<file path="src/rtl/stream_demux2.sv">
// 1-to-2 valid/ready stream demultiplexer with a one-entry registered slot per output.
// Optional delivered-beat counters (cnt0/cnt1) are enabled by defining STREAM_DEMUX_CNT_EN.
module stream_demux2 #(
    parameter int WIDTH = 32
) (
    input  logic             clk,
    input  logic             rstn,
    input  logic             in_valid,
    output logic             in_ready,
    input  logic [WIDTH-1:0] in_data,
    input  logic             in_sel,
    output logic             out0_valid,
    input  logic             out0_ready,
    output logic [WIDTH-1:0] out0_data,
    output logic             out1_valid,
    input  logic             out1_ready,
    output logic [WIDTH-1:0] out1_data
`ifdef STREAM_DEMUX_CNT_EN
   ,output logic [31:0]      cnt0,
    output logic [31:0]      cnt1
`endif
);

    typedef enum logic {
        SLOT_EMPTY = 1'b0,
        SLOT_FULL  = 1'b1
    } slot_e;

    slot_e            slot0_q, slot0_d;
    slot_e            slot1_q, slot1_d;
    logic [WIDTH-1:0] data0_q, data0_d;
    logic [WIDTH-1:0] data1_q, data1_d;

    logic accept0;
    logic accept1;
    logic pop0;
    logic pop1;

    always_ff @(posedge clk or negedge rstn) begin
        if (!rstn) begin
            slot0_q <= SLOT_EMPTY;
            slot1_q <= SLOT_EMPTY;
            data0_q <= '0;
            data1_q <= '0;
        end else begin
            slot0_q <= slot0_d;
            slot1_q <= slot1_d;
            data0_q <= data0_d;
            data1_q <= data1_d;
        end
    end

    // A slot can take a new beat when empty or when its current beat leaves this cycle.
    always_comb begin
        pop0 = (slot0_q == SLOT_FULL) && out0_ready;
        pop1 = (slot1_q == SLOT_FULL) && out1_ready;
        if (in_sel) begin
            in_ready = (slot1_q == SLOT_EMPTY) || out1_ready;
        end else begin
            in_ready = (slot0_q == SLOT_EMPTY) || out0_ready;
        end
        accept0 = in_valid && in_ready && !in_sel;
        accept1 = in_valid && in_ready &&  in_sel;
    end

    // Accept wins over pop so a same-cycle pop+accept reloads without a bubble.
    always_comb begin
        slot0_d = slot0_q;
        slot1_d = slot1_q;
        data0_d = data0_q;
        data1_d = data1_q;
        if (accept0) begin
            slot0_d = SLOT_FULL;
            data0_d = in_data;
        end else if (pop0) begin
            slot0_d = SLOT_EMPTY;
        end
        if (accept1) begin
            slot1_d = SLOT_FULL;
            data1_d = in_data;
        end else if (pop1) begin
            slot1_d = SLOT_EMPTY;
        end
    end

    always_comb begin
        out0_valid = (slot0_q == SLOT_FULL);
        out1_valid = (slot1_q == SLOT_FULL);
        out0_data  = data0_q;
        out1_data  = data1_q;
    end

`ifdef STREAM_DEMUX_CNT_EN
    logic [31:0] cnt0_q, cnt0_d;
    logic [31:0] cnt1_q, cnt1_d;

    always_ff @(posedge clk or negedge rstn) begin
        if (!rstn) begin
            cnt0_q <= '0;
            cnt1_q <= '0;
        end else begin
            cnt0_q <= cnt0_d;
            cnt1_q <= cnt1_d;
        end
    end

    // Natural 32-bit wrap from all-ones back to zero.
    always_comb begin
        cnt0_d = pop0 ? cnt0_q + 32'd1 : cnt0_q;
        cnt1_d = pop1 ? cnt1_q + 32'd1 : cnt1_q;
        cnt0   = cnt0_q;
        cnt1   = cnt1_q;
    end
`endif

endmodule

</file>
<file path="config.mk">
export PLATFORM = sky130hd
export DESIGN_NAME = stream_demux2
export DESIGN_NICKNAME = d
export VERILOG_FILES = /design/src/rtl/stream_demux2.sv
export SDC_FILE = /design/constraint.sdc
export NUM_CORES = 1
export LEC_CHECK = 0
export CAP_MARGIN = 5
export CORE_UTILIZATION = 42
export DETAILED_ROUTE_END_ITERATION = 12
export PLACE_DENSITY = 0.79
export SKIP_CTS_REPAIR_TIMING = 1
export SKIP_LAST_GASP = 1
export SYNTH_ARGS = -nofsm -noshare
export SYNTH_HDL_FRONTEND = slang
export SYNTH_SLANG_ARGS = --single-unit
</file>
<file path="constraint.sdc">
create_clock -name clk -period 1.55 [get_ports clk]
set_input_delay 0.465 -clock clk [delete_from_list [all_inputs] [get_ports clk]]
set_output_delay 0.465 -clock clk [all_outputs]
set_load 0.01 [all_outputs]
</file>
-- After elaboration in Yosys (flattened, before gate mapping)
Cells that the tools add are included.
- bits in registers: 66
- input bits: 38
- word-level logic and storage cells: 21
- muxes and demuxes: 5
- bitwise operators: 2
- reductions and logical operators: 10
- operators by type and width (kind ; number):
    1-bit logical AND ; 5
    1-bit two-way mux ; 5
    2-bit nonzero test ; 2
    1-bit logical OR ; 2
    1-bit NOT ; 2
    1-bit zero test ; 1

-- Logic depth before layout (Yosys ltp)
Gate-level depths: netlist (run 1).
- depth after elaboration: 6
- gate-level depth with buffers: 4
- gate-level depth less buffers: 3

-- Least setup slack after synthesis (run 1)
No wires, ideal clock.
- path type: input port to flip-flop
- from: in out0_ready
- to: reg data0_q[0] (netlist: out0_data[0])
- required time: 1.425 ns
- arrival time: 1.367 ns
- stages on the path: 4
- buffers on the path: 1
- slack: 0.058 ns
- cell sequence: nand2b_2 > nor3b_4 > buf_6 > mux2_2
- cells in the longest elaborated chain, start to end: 4
- ends and longest elaborated chain (element ; line ; source):
    start, declared ; 13 ; input logic out0_ready,
    1-bit logical OR ; 60 ; in_ready = (slot0_q == SLOT_EMPTY) || out0_ready;
    1-bit two-way mux ; 57 ; if (in_sel) begin
    1-bit logical AND (2 in series) ; 62 ; accept0 = in_valid && in_ready && !in_sel;
    end signal, assigned ; 48 ; data0_q <= data0_d;
    end, declared ; 31 ; logic [WIDTH-1:0] data0_q, data0_d;
No other way between the ends.
A chain may end at the register's enable or synchronous reset.

-- Worst setup path in the final report (run 1)
- from: reg slot1_q (netlist: out1_valid)
- to: out in_ready
- cells in the longest elaborated chain, start to end: 3
- ends and longest elaborated chain (element ; line ; source):
    start, declared ; 30 ; slot_e slot1_q, slot1_d;
    start signal, assigned ; 47 ; slot1_q <= slot1_d;
    1-bit NOT ; 58 ; in_ready = (slot1_q == SLOT_EMPTY) || out1_ready;
    1-bit logical OR ; 58 ;
    1-bit two-way mux ; 57 ;
    end, declared ; 9 ; output logic in_ready,
No other way between the ends.

==> reports/metrics.csv, run 1 <==
metric;value;unit
status;complete, but fails checks;
violations;negative setup slack;
avgSynthCellArea;17.3;sq um
grt_pass1_wl;8780;microns
die_width;79.5;microns
layout_commonest_cell;dlymetal6s2s_1;
fp.dieArea;6310;sq um
vias_per_cell;4.91;
grt-ovfl-total;0;
maxCapViolCount;0;
num-nets-final;312;
dp_slack;-0.691;ns
area_growth;71.6;%
yosys_warnings;0;
grt_antenna_before_repair;0;
cp_cell_sequence;and2b_1, a21oi_1, buf_2;
start_util;44.7;%
end_kind;output pin;
hold_violations;0;
pin_count;105;
wl;6420;microns
hold_class;in -> async;
clockBufferDepth;2;
drt-pass1-iter-count;4;
layout-drive-gt1-share;35.8;%
cp_slowest_cell;dfrtp_1;
grtUsageTotal;18.4;%
min_period;1.63;ns
grt_start_max_net_pins;67;
crit_type;reg -> out;
critical_path_buf_inv_count;1;
core-area;5640;sq um
dp_hpwl;3920;microns
cts.sinks;66;
drt_iter0_drc;44;
setup_ws;-0.0830;ns
clkLatencyLatePin;0.32;ns
required;1.08;ns
cp-start-kind;flop;
final_cell_mix;dlymetal6s2s_1, dfrtp_1, mux2_2;
drc;0;
cts_buffers;9;
ant_nets;0;
dr_total_vias;1724;
fp-row-count;27;
syn_area;2520;sq um
num_antenna_cells;0;
portBuffers;104;
synthesis.instances;146;
synth_cell_types;15;
rsz0062_at_grt;true;
htree_levels;3;
ir_drop;0.740;mV
crit_family;flip-flops;
ys_ff_latch;66;
max_freq;612;MHz
cts_root_buffer;clkbuf_8;
min_period_over_period;105;%
critPathMaxFanout;2;
clk_pin_slew;0.07;ns
max_slew_margin;76.4;%
powerDensity;1170;nW/um^2
tightest_slew;0.354;ns
slowest_delay;0.38;ns
p_leak;2.46;nW
cts_tree;yes;
grt_pass1_vias;1782;
setup-tns-final;-0.479;ns
yosysSeqAreaShare;65.5;%
routabilityCongestion;0.729;
post_drt_wl_per_cell;18.3;microns
setup_violations;11;
clock_skew;0.00596;ns
slew_violations;0;
synth_nets;184;
arrival;1.17;ns
die_y;79.5;microns
## sequential cells by signal (all words and copies together), names as in the netlist
register,count
out1_data,32
out0_valid,1
out1_valid,1
out0_data,32
## through the flow
step / std cells / power, mW / hold WS (ns) / area [sq um] / utilization (%)
2_1_floorplan: 146 / 2.71 / 0.169 / 2520 / -
3_3_place_gp: 325 / 3.55 / 0.479 / 3670 / 65.0
3_5_place_dp: 325 / 3.58 / 0.486 / 3670 / 65.0
4_1_cts: 341 / 5.02 / 0.159 / 3860 / 68.5
5_1_grt: 351 / 5.28 / 0.166 / 4320 / 76.6
6_report: 351 / 5.04 / 0.150 / 4320 / 76.6
## final timing paths
path                                 end           from  depth (start not counted)  slack, ns
max                             in_ready     out1_valid                          3      -0.08
min                         out0_data[5]           rstn                          2       0.15
max reg2reg                 out0_data[9]     out0_valid                          7      -0.06
min reg2reg                out0_data[20]  out0_data[20]                          1       0.50
max in group asynchronous   out0_data[0]           rstn                          2       1.11
min in group clk              out0_valid       in_valid                          3       0.49
## synth_stat cells, drive strengths merged
library cell,count,area share (%)
o21ai,1,0.20
nand2b,1,0.35
clkbuf,2,1.1
nor3b,1,0.74
dfrtp,66,66
nor2,2,0.60
mux2,64,29
buf,4,1.8
and2b,1,0.30
inv,1,0.15
or2b,1,0.30
nand2,1,0.15
a21oi,1,0.20
## metal layers
layer | part of all wire (%) | vias to the layer above | GRT usage (%) | routed length, microns
met3 | 6.3 | 11 | 5.83 | 405
met1 | 42 | 875 | 21.9 | 2670
li1 | - | 767 | - | -
met5 | 0 | - | 0 | 0
met2 | 50 | 71 | 30.2 | 3180
met4 | 2.4 | 0 | 8.91 | 157
## cell type report
class	instances	area (sq um)
Timing Repair Buffer	123	1480
Fill cell	309	1320
Sequential cell	66	1650
Tap cell	72	90.1
Inverter	1	3.75
Multi-Input combinational cell	73	898
Clock buffer	14	163
Clock inverter	2	35.0
## report_power, final
group	internal, mW	total [mW]	switching (mW)
clock network	0.831	1.43	0.596
registers	2.03	2.19	0.158
logic	0.906	1.43	0.520
## worst reg2reg max path, stage by stage, from the launching register on
cell      delay, ns
dfrtp_1        0.41
nand2b_4       0.08
buf_6          0.09
nor3b_4        0.21
buf_6          0.15
buf_6          0.10
buf_6          0.12
mux2_2         0.34
## kinds of logic (layout without fill, tap and decap cells)
group           Yosys count  after routing  share of synthesized area (%)
flops                    66             66                           65.5
mux                      64             64                           28.6
simple gates              7              7                           2.43
buf+inv                   7            140                           3.03
compound gates            2              2                          0.397
Power figures use the tool's default switching activity.
==> run 2: changes to the inputs <==
Settings changed: CTS_CLUSTER_SIZE set to 28.
==> results of run 2 <==
Final layout, timing and power as in run 1 (identical DEF).
